--- src/rtl/pipelined_rca.sv ---
// pipelined_rca: ripple-carry adder/subtractor split into STAGES slices of WIDTH/STAGES bits,
// carry registered between slices, valid/ready handshake with full backpressure.
module pipelined_rca #(
    parameter int WIDTH  = 8,
    parameter int STAGES = 2
) (
    input  logic             clk,
    input  logic             rst_n,
    input  logic             in_valid,
    output logic             in_ready,
    input  logic [WIDTH-1:0] A,
    input  logic [WIDTH-1:0] B,
    input  logic             Cin,
    input  logic             Sub,
    output logic             out_valid,
    input  logic             out_ready,
    output logic [WIDTH-1:0] Sum,
    output logic             CarryOut,
    output logic             Overflow
);
    localparam int SW = WIDTH / STAGES;

    if (WIDTH < 2 || STAGES < 1 || WIDTH % STAGES != 0) begin : g_chk
        $fatal(1, "pipelined_rca: WIDTH must be >= 2 and a multiple of STAGES");
    end

    function automatic logic [SW:0] ripple(input logic [SW-1:0] x, input logic [SW-1:0] y, input logic ci);
        logic [SW:0] r;
        logic        c;
        c = ci;
        for (int i = 0; i < SW; i++) begin
            r[i] = x[i] ^ y[i] ^ c;
            c    = (x[i] & y[i]) | (c & (x[i] ^ y[i]));
        end
        r[SW] = c;
        return r;
    endfunction

    logic             adv;
    logic [WIDTH-1:0] bx;

    assign adv      = !out_valid || out_ready;
    assign in_ready = adv;
    assign bx       = Sub ? ~B : B;

    // d_q holds finished sum slices below slice k and still-unused A bits above it
    for (genvar k = 0; k < STAGES; k++) begin : g_st
        localparam int RW = WIDTH - (k + 1) * SW;
        logic             v_i, c_i, v_q, c_q;
        logic [WIDTH-1:0] d_i, d_q;
        logic [SW-1:0]    y;
        logic [SW:0]      r;

        if (k == 0) begin : g_src
            assign v_i = in_valid;
            assign c_i = Sub ^ Cin;
            assign d_i = A;
            assign y   = bx[SW-1:0];
        end else begin : g_src
            assign v_i = g_st[k-1].v_q;
            assign c_i = g_st[k-1].c_q;
            assign d_i = g_st[k-1].d_q;
            assign y   = g_st[k-1].g_b.b_q[SW-1:0];
        end

        assign r = ripple(d_i[k*SW +: SW], y, c_i);

        always_ff @(posedge clk or negedge rst_n) begin
            if (!rst_n) begin
                v_q <= 1'b0;
                c_q <= 1'b0;
                d_q <= '0;
            end else if (adv) begin
                v_q <= v_i;
                if (v_i) begin
                    d_q              <= d_i;
                    d_q[k*SW +: SW]  <= r[SW-1:0];
                    c_q              <= r[SW];
                end
            end
        end

        // conditioned B bits not yet consumed, shifted down so the next slice sits at the bottom
        if (k < STAGES - 1) begin : g_b
            logic [RW-1:0] b_n, b_q;
            if (k == 0) begin : g_bs
                assign b_n = bx[WIDTH-1:SW];
            end else begin : g_bs
                assign b_n = g_st[k-1].g_b.b_q[RW+SW-1:SW];
            end
            always_ff @(posedge clk or negedge rst_n) begin
                if (!rst_n) b_q <= '0;
                else if (adv && v_i) b_q <= b_n;
            end
        end

        // carry into the MSB is recovered as a ^ b ^ sum of that bit
        if (k == STAGES - 1) begin : g_ov
            logic o_q;
            always_ff @(posedge clk or negedge rst_n) begin
                if (!rst_n) o_q <= 1'b0;
                else if (adv && v_i) o_q <= d_i[WIDTH-1] ^ y[SW-1] ^ r[SW-1] ^ r[SW];
            end
        end
    end

    assign out_valid = g_st[STAGES-1].v_q;
    assign Sum       = g_st[STAGES-1].d_q;
    assign CarryOut  = g_st[STAGES-1].c_q;
    assign Overflow  = g_st[STAGES-1].g_ov.o_q;
endmodule

--- config.mk ---
export PLATFORM = sky130hd
export DESIGN_NAME = pipelined_rca
export DESIGN_NICKNAME = d
export VERILOG_FILES = /design/src/rtl/pipelined_rca.sv
export SDC_FILE = /design/constraint.sdc
export NUM_CORES = 1
export LEC_CHECK = 0
export CORE_AREA = 5 5 59 61
export DETAILED_ROUTE_END_ITERATION = 10
export DIE_AREA = 0 0 64 66
export GPL_TIMING_DRIVEN = 0
export HOLD_SLACK_MARGIN = 0.02
export PLACE_DENSITY = 0.78
export SKIP_CTS_REPAIR_TIMING = 1
export SYNTH_ARGS = -nofsm -noshare
export SYNTH_HDL_FRONTEND = slang
export SYNTH_SLANG_ARGS = --single-unit
--- constraint.sdc ---
create_clock -name clk -period 2.93 [get_ports clk]
set_clock_uncertainty 0.05 [all_clocks]
set_input_delay 0.4395 -clock clk [delete_from_list [all_inputs] [get_ports clk]]
set_output_delay 0.4395 -clock clk [all_outputs]
set_load 0.01 [all_outputs]
==> impl_metrics.py, run 1 <==
metrics = {
    "sta": {
        "fmaxAchievable_mhz": 372,
        "tightest_slew_ps": 1070,
        "setup-violations-final": 0,
        "rsz0062_at_grt": "no",
        "setup_ws_ps": 239,
        "slew_headroom_pct": 28.3,
        "min_period_ps": 2690,
        "period_share_pct": 91.8,
        "hold_viol_final": 0,
        "timing.hold.ws_ps": 463,
        "drv_slew": 0,
    },
    "clock_network": {
        "clk_latency_ps": 310,
        "cts_max_path_buffers": 2,
        "clock-root-buffer": "clkbuf_4",
        "cts_max_level": 1,
        "cts_sinks": 25,
        "cts_tree": "built",
        "clk_transition_reported_paths_ps": 130,
        "numCtsBuffers": 3,
    },
    "worst_setup_path": {
        "required_ps": 3090,
        "criticalPathCategory": "in2reg",
        "start_kind": "input port",
        "crit_fanout": 1,
        "crit_arrival_ps": 2850,
        "regToRegSetupSlack_ps": 450,
        "crit_path_end_kind": "register",
    },
    "route": {
        "firstDrtPassIters": 1,
        "drt_iter0_drc": 0,
        "drc_errors": 0,
        "wl_um": 2040,
        "wl_per_cell_um": 12.7,
        "num_vias": 750,
        "viasPerCell": 4.66,
        "ant_nets": 0,
    },
    "placed_design": {
        "numPortBuffers": 32,
        "place_congestion": 0.732,
        "dpl_cell_area_um2": 1650,
        "hpwlAfterDp_um": 1700,
        "place_ws_ps": -113,
        "dp.cells": 157,
    },
    "die": {
        "core_area_um2": 2930,
        "num_rows": 20,
        "start_util_pct": 43.8,
        "die_h_um": 66,
        "dieWidth_um": 64,
        "pin_count": 34,
        "die-area_um2": 4220,
    },
    "synth": {
        "ys_seq_elements": 25,
        "syn_area_um2": 1280,
        "ys_seq_area_share_pct": 48.7,
        "synth_top_area_share_pct": 48.7,
        "syn_inst": 92,
        "synthTopCellsByArea": "dfrtp_1, fa_1, mux2_2, mux2_4, mux2i_1",
        "yosysWarnings": 0,
        "syn_avg_cell_area_um2": 14.0,
        "synth_fp_nets": 123,
        "synth_area_leader_cell": "dfrtp_1",
        "ys_types": 16,
    },
    "flow_run": {
        "maxCapViolations": 0,
    },
    "final_layout": {
        "fin_util_pct": 57.1,
        "syn2layout_area_growth_pct": 30.2,
        "diodes": 0,
        "fin_nets": 160,
        "fill_cells": 248,
        "drive_gt1_share_pct": 18.8,
        "stdcell_count": 161,
        "stdcell_area_um2": 1670,
    },
    "grt": {
        "antenna_found_initial": 0,
        "grt_first_pass_wirelength_um": 3610,
        "grt-ovfl-total": 0,
        "grt_max_degree": 26,
        "gr-usage-all-layers_pct": 10.9,
        "grt_pass1_vias": 824,
    },
    "power": {
        "power_frac_seq_pct": 44.2,
        "power_density_nw_per_um2": 721,
        "p_sw_share_pct": 30.0,
        "pwr-share-comb_pct": 43.4,
        "p_int_uw": 843,
        "p_clk_share_pct": 12.4,
        "p_leak_nw": 0.794,
        "irDropWorstVdd_mv": 0.440,
        "p_sw_uw": 361,
    },
    "worst_hold_path": {
        "holdCritPathClass": "reg2reg",
    },
    "run_status": {
        "outcome": "finished clean",
    },
}
-- sequential cells by signal, indices dropped and copies added, names as in the netlist --
signal / flops
CarryOut: 1
Sum: 8
g_st.v_q: 1
g_st.c_q: 1
Overflow: 1
g_st.d_q: 8
g_st.g_b.b_q: 4
out_valid: 1
-- final cells by class --
class	count	area [µm²]	share of cell area, %
well taps	33	41.3	2.47
clock buffers	4	26.3	1.57
inverters	17	63.8	3.82
flip-flops and latches	25	626	37.4
plain buffers	2	16.3	0.973
multi-input cells	48	578	34.6
repair buffers	32	320	19.2
-- through the flow --
step	total power [mW]	setup TNS, ps
4_1_cts	1.23	0
2_1_floorplan	0.831	0
6_report	1.20	0
5_1_grt	1.30	0
3_5_place_dp	1.08	-113
3_3_place_gp	1.05	-82.7
-- power by group through the flow --
stage / clock, mW / combinational (mW) / sequential (mW)
detailed placement: 0 / 0.536 / 0.543
global route: 0.167 / 0.580 / 0.552
floorplan: 0 / 0.264 / 0.567
CTS: 0.154 / 0.537 / 0.535
global placement: 0 / 0.517 / 0.536
finish: 0.149 / 0.523 / 0.532
-- critical path: stages --
cell,delay (ps)
clkdlybuf4s50_1,470
xor2_1,190
fa_1,200
inv_1,50
fa_1,380
fa_1,370
inv_1,70
fa_1,410
mux2_4,270
-- worst paths after layout --
| path | start | endpoint | cells after the start |
|---|---|---|---|
| max | B[0] | g_st[0].d_q[3] | 9 |
| min | g_st[0].v_q | out_valid | 2 |
| max reg2reg | g_st[0].c_q | Overflow | 9 |
| min reg2reg | g_st[0].v_q | out_valid | 2 |
| max in group asynchronous | rst_n | g_st[0].d_q[4] | 1 |
| min in group asynchronous | rst_n | out_valid | 1 |
-- cells by family (layout without fill, tap and decap cells) --
group / Yosys count / in the layout / synth area share, %
fa+ha+maj: 9 / 9 / 13.4
buf+inv: 19 / 55 / 6.24
flops: 25 / 25 / 48.7
simple gates: 4 / 4 / 2.73
compound gates: 1 / 1 / 0.389
mux: 23 / 23 / 21.0
xor+xnor: 11 / 11 / 7.50
-- cells in the mapped netlist --
cell type  instances
buf_2              1
buf_6              1
dfrtp_1           25
fa_1               8
ha_1               1
inv_1             17
mux2_2            11
mux2_4             5
mux2i_1            7
nand2_1            1
nand2_2            1
nand2_4            1
nand2b_4           1
o21ai_0            1
xnor2_1            6
xor2_1             5
-- cells in the final DEF, fill, tap and decap left out --
cell type         n
buf_2             1
buf_6             1
clkbuf_1          1
clkbuf_4          3
clkdlybuf4s50_1  32
dfrtp_1          25
fa_1              8
ha_1              1
inv_1            17
mux2_2           11
mux2_4            5
mux2i_1           7
nand2_1           1
nand2_2           1
nand2_4           1
nand2b_4          1
o21ai_0           1
xnor2_1           6
xor2_1            5
-- routing by layer --
layer | wire length [µm] | track usage [%]
met1 | 854 | 12.6
met2 | 1040 | 19.1
met3 | 112 | 2.55
met4 | 32 | 4.68
met5 | 0 | 0
(Power assumes the default switching activity.)
==> run 2, diff against run 1 <==
--- a/config.mk
+++ b/config.mk
@@ -5,9 +5,9 @@
 export SDC_FILE = /design/constraint.sdc
 export NUM_CORES = 1
 export LEC_CHECK = 0
-export CORE_AREA = 5 5 59 61
+export CORE_AREA = 2 2 56 58
 export DETAILED_ROUTE_END_ITERATION = 10
-export DIE_AREA = 0 0 64 66
+export DIE_AREA = 0 0 58 60
 export GPL_TIMING_DRIVEN = 0
 export HOLD_SLACK_MARGIN = 0.02
 export PLACE_DENSITY = 0.78
@@ -15,3 +15,4 @@
 export SYNTH_ARGS = -nofsm -noshare
 export SYNTH_HDL_FRONTEND = slang
 export SYNTH_SLANG_ARGS = --single-unit
+export TNS_END_PERCENT = 5
==> run 2 against run 1 <==
  * First-iteration DRC count is 4 higher
  * Cell area stayed put
  * Combinational power is 1% higher
  * Worst hold slack better by 1.8 ps
  * Sequential cell count stayed put
==> impl_metrics.py, run 2 (same netlist as run 1, synthesis figures left out) <==
metrics = {
    "die": {
        "pin_count": 34,
        "num_rows": 20,
        "start_util_pct": 44.2,
        "core_area_um2": 2900,
        "die_h_um": 60,
        "die-area_um2": 3480,
        "dieWidth_um": 58,
    },
    "grt": {
        "antenna_found_initial": 0,
        "grt_max_degree": 26,
        "grt_first_pass_wirelength_um": 3730,
        "grt-ovfl-total": 0,
        "gr-usage-all-layers_pct": 14.2,
        "grt_pass1_vias": 848,
    },
    "route": {
        "wl_per_cell_um": 13.0,
        "ant_nets": 0,
        "drc_errors": 0,
        "wl_um": 2100,
        "firstDrtPassIters": 3,
        "num_vias": 727,
        "viasPerCell": 4.52,
        "drt_iter0_drc": 4,
    },
    "worst_setup_path": {
        "crit_top_cell": "fa_1",
        "timing.rr.start": "g_st[0].c_q",
        "worst_r2r_path_depth": 9,
        "crit_buf_inv": 3,
        "start_kind": "input port",
        "crit_path_end_kind": "register",
        "regToRegSetupSlack_ps": 370,
        "crit_arrival_ps": 2890,
        "required_ps": 3090,
        "crit_fanout": 1,
        "slowest_stage": "clkdlybuf4s50_1",
        "crit_start": "B[0]",
        "slowest_delay_ps": 470,
        "criticalPathCategory": "in2reg",
        "reg2reg_to": "Overflow",
        "crit_end": "g_st[0].d_q[3]",
        "worst-path-stages": 9,
        "critical-path-top-delay-family": "adder cells",
        "cp_cell_sequence": "clkdlybuf4s50_1 > xor2_1 > fa_1 > inv_1 > fa_1 > fa_1 > inv_1 > fa_1 > mux2_4",
    },
    "clock_network": {
        "cts_max_level": 1,
        "numCtsBuffers": 3,
        "cts_max_path_buffers": 2,
        "clk_latency_ps": 310,
        "clk_transition_reported_paths_ps": 130,
        "clock-root-buffer": "clkbuf_4",
        "cts_sinks": 25,
        "cts_tree": "built",
    },
    "sta": {
        "fmaxAchievable_mhz": 365,
        "tightest_slew_ps": 1120,
        "slew_headroom_pct": 25.1,
        "min_period_ps": 2740,
        "timing.hold.ws_ps": 465,
        "period_share_pct": 93.4,
        "setup-violations-final": 0,
        "setup_ws_ps": 192,
        "fin_tns_setup_ps": 0,
        "drv_slew": 0,
        "hold_viol_final": 0,
        "rsz0062_at_grt": "no",
    },
    "power": {
        "irDropWorstVdd_mv": 0.432,
        "p_sw_uw": 368,
        "power_density_nw_per_um2": 725,
        "p_clk_share_pct": 12.4,
        "pwr-share-comb_pct": 43.6,
        "p_sw_share_pct": 30.4,
        "p_int_uw": 843,
        "power.total_mw": 1.21,
        "power_frac_seq_pct": 44.1,
        "p_leak_nw": 0.794,
    },
    "placed_design": {
        "dp.cells": 157,
        "hpwlAfterDp_um": 1690,
        "dpl_cell_area_um2": 1650,
        "place_ws_ps": -149,
        "numPortBuffers": 32,
        "place_congestion": 0.727,
    },
    "final_layout": {
        "fin_nets": 160,
        "drive_gt1_share_pct": 18.8,
        "stdcell_count": 161,
        "fill_cells": 254,
        "layout_common_cells": "clkdlybuf4s50_1, dfrtp_1, inv_1",
        "stdcell_area_um2": 1670,
        "final_common_cell": "clkdlybuf4s50_1",
        "syn2layout_area_growth_pct": 30.2,
        "fin_util_pct": 57.6,
        "diodes": 0,
    },
    "worst_hold_path": {
        "hp-start": "g_st[0].v_q",
        "holdCritPathClass": "reg2reg",
    },
    "flow_run": {
        "maxCapViolations": 0,
    },
    "run_status": {
        "outcome": "finished clean",
    },
}
run 2: cell counts in the layout (fill, tap and decap cells not counted):
No cell type changed its count.
run 2: power by group through the flow:
stage	Clock (mW)	Sequential, mW	Combinational, mW
6_report	0.150	0.534	0.528
5_1_grt	0.171	0.552	0.588
4_1_cts	0.156	0.536	0.537
3_5_place_dp	0	0.544	0.536
3_3_place_gp	0	0.537	0.519
2_1_floorplan	0	0.567	0.264
run 2: how the worst min path moves through the flow:
stage | end | slack, ps | cells past startpoint
after CTS | out_valid | 470 | 2
after global placement | out_valid | 420 | 2
after floorplan | CarryOut | 90 | 0
final | out_valid | 460 | 2
after detailed placement | out_valid | 440 | 2
after global routing | g_st[0].d_q[3] | 500 | 1
run 2: worst reg2reg max path: stages (launching register included):
cell     delay (ps)
dfrtp_1         410
inv_1            80
fa_1            170
inv_1            50
fa_1            400
fa_1            370
inv_1            80
fa_1            440
xnor2_1         150
mux2_2          250
run 2: routing by layer:
| metal | part of all wire, % | vias up | wire length [µm] | global-route usage (%) |
|---|---|---|---|---|
| li1 | - | 356 | - | - |
| met1 | 43 | 351 | 901 | 18.6 |
| met2 | 52 | 18 | 1080 | 23.9 |
| met3 | 4.8 | 2 | 101 | 2.60 |
| met4 | 0.62 | 0 | 13 | 4.98 |
| met5 | 0 | - | 0 | 0 |
run 2: final cells by class:
| type | count | area, µm² | share of cell area, % |
|---|---|---|---|
| Buffer | 2 | 16.3 | 0.973 |
| Clock buffer | 4 | 26.3 | 1.57 |
| Inverter | 17 | 63.8 | 3.82 |
| Multi-Input combinational cell | 48 | 578 | 34.6 |
| Sequential cell | 25 | 626 | 37.4 |
| Tap cell | 33 | 41.3 | 2.47 |
| Timing Repair Buffer | 32 | 320 | 19.2 |
==> run 3, diff against run 2 <==
--- a/config.mk
+++ b/config.mk
@@ -5,12 +5,13 @@
 export SDC_FILE = /design/constraint.sdc
 export NUM_CORES = 1
 export LEC_CHECK = 0
-export CORE_AREA = 2 2 56 58
+export CAP_MARGIN = 5
+export CORE_AREA = 2 2 66 49
 export DETAILED_ROUTE_END_ITERATION = 10
-export DIE_AREA = 0 0 58 60
+export DIE_AREA = 0 0 68 51
 export GPL_TIMING_DRIVEN = 0
 export HOLD_SLACK_MARGIN = 0.02
-export PLACE_DENSITY = 0.78
+export PLACE_DENSITY = 0.79
 export SKIP_CTS_REPAIR_TIMING = 1
 export SYNTH_ARGS = -nofsm -noshare
 export SYNTH_HDL_FRONTEND = slang
==> run 3 against run 2 <==
  * Cell count increased by 3.1%
  * Worst hold slack lost 14 ps
  * Utilization up 0.34 points
  * Combinational power rose by 0.8%
  * First-iteration DRC count up 100%
  * Cell area is 1.7% higher
  * Critical path depth unchanged
  * Register-to-register slack gained 20 ps
  * Critical path type unchanged
  * Critical endpoint unchanged
  * Largest power group unchanged
==> impl_metrics.py, run 3 (same netlist as run 1, synthesis figures left out) <==
metrics = {
    "clock_network": {
        "clock-root-buffer": "clkbuf_8",
        "cts_max_path_buffers": 2,
        "clk_transition_reported_paths_ps": 90,
        "cts_sinks": 25,
        "cts_max_level": 1,
        "cts_tree": "built",
        "clk_latency_ps": 270,
        "numCtsBuffers": 3,
    },
    "grt": {
        "antenna_found_initial": 0,
        "gr-usage-all-layers_pct": 14.3,
        "grt_first_pass_wirelength_um": 3590,
        "grt_pass1_vias": 776,
        "grt-ovfl-total": 0,
        "grt_max_degree": 26,
    },
    "power": {
        "power_density_nw_per_um2": 749,
        "p_leak_nw": 0.800,
        "power.total_mw": 1.27,
        "irDropWorstVdd_mv": 0.272,
    },
    "sta": {
        "timing.hold.ws_ps": 450,
        "fmaxAchievable_mhz": 361,
        "slew_headroom_pct": 27.7,
        "tightest_slew_ps": 1080,
        "hold_viol_final": 0,
        "setup-violations-final": 0,
        "drv_slew": 0,
        "rsz0062_at_grt": "no",
        "period_share_pct": 94.5,
        "min_period_ps": 2770,
    },
    "flow_run": {
        "maxCapViolations": 0,
    },
    "final_layout": {
        "final_common_cell": "clkdlybuf4s50_1",
        "stdcell_count": 166,
        "diodes": 0,
        "layout_common_cells": "clkdlybuf4s50_1, dfrtp_1, inv_1",
        "fill_cells": 238,
        "fin_nets": 160,
        "fin_util_pct": 57.9,
        "drive_gt1_share_pct": 19.5,
        "syn2layout_area_growth_pct": 32.5,
    },
    "die": {
        "pin_count": 34,
        "start_util_pct": 43.7,
        "die-area_um2": 3470,
        "die_h_um": 51,
        "num_rows": 17,
        "dieWidth_um": 68,
        "core_area_um2": 2940,
    },
    "worst_setup_path": {
        "criticalPathCategory": "in2reg",
        "crit_path_end_kind": "register",
        "crit_fanout": 1,
        "crit_arrival_ps": 2880,
        "required_ps": 3040,
        "start_kind": "input port",
    },
    "placed_design": {
        "hpwlAfterDp_um": 1690,
        "place_congestion": 0.701,
        "numPortBuffers": 32,
        "dp.cells": 162,
    },
    "route": {
        "ant_nets": 0,
        "wl_um": 2070,
        "drc_errors": 0,
        "wl_per_cell_um": 12.5,
        "firstDrtPassIters": 4,
        "num_vias": 746,
        "drt_iter0_drc": 8,
        "viasPerCell": 4.49,
    },
    "worst_hold_path": {
        "holdCritPathClass": "reg2reg",
    },
    "run_status": {
        "outcome": "finished clean",
    },
}
run 3: worst max-delay path: stages:
cell and delay (ps):
clkdlybuf4s50_1 470, xor2_1 190, fa_1 190, inv_1 50
fa_1 380, fa_1 370, inv_1 70, fa_1 440
mux2_4 280
run 3: cell type report:
class / count / area (µm²) / area share, %
tap: 38 / 47.5 / 2.80
inverter: 17 / 63.8 / 3.75
buffer: 2 / 16.3 / 0.957
clock buffer: 3 / 41.3 / 2.43
clock inverter: 1 / 7.51 / 0.442
timing repair buffer: 32 / 320 / 18.8
multi-input combinational: 48 / 578 / 34.0
sequential: 25 / 626 / 36.8
run 3: power breakdown:
| group | internal [mW] | switching (mW) | total, mW | leakage (nW) |
|---|---|---|---|---|
| Sequential | 0.468 | 0.0688 | 0.537 | 0.291 |
| Combinational | 0.326 | 0.206 | 0.532 | 0.487 |
| Clock | 0.0963 | 0.108 | 0.204 | 0.0217 |
run 3: worst paths after layout:
| check | slack [ps] | cells past startpoint | endpoint | startpoint |
|---|---|---|---|---|
| setup / recovery | 160 | 9 | g_st[0].d_q[3] | B[0] |
| hold / removal | 450 | 2 | out_valid | g_st[0].v_q |
| setup reg to reg | 390 | 9 | Overflow | g_st[0].c_q |
| hold reg to reg | 450 | 2 | out_valid | g_st[0].v_q |
| max in group asynchronous | 1480 | 1 | Sum[7] | rst_n |
| min in group asynchronous | 700 | 1 | g_st[0].g_b.b_q[0] | rst_n |
run 3: stage by stage:
stage               instance area [µm²]  TNS (ps)  worst slack [ps]
floorplan                          1280         0               224
global placement                   1650     -84.4             -84.4
detailed placement                 1650      -158              -158
CTS                                1700         0               138
global route                       1700         0              65.8
finish                             1700         0               161
run 3: metal layers:
layer / track usage, % / part of all wire [%] / wire length [µm] / vias up
met5: 0 / 0 / 0 / -
met2: 23.0 / 51 / 1060 / 16
li1: - / - / - / 352
met4: 6.00 / 1.7 / 36 / 0
met3: 2.86 / 3.8 / 79 / 4
met1: 18.8 / 43 / 900 / 374
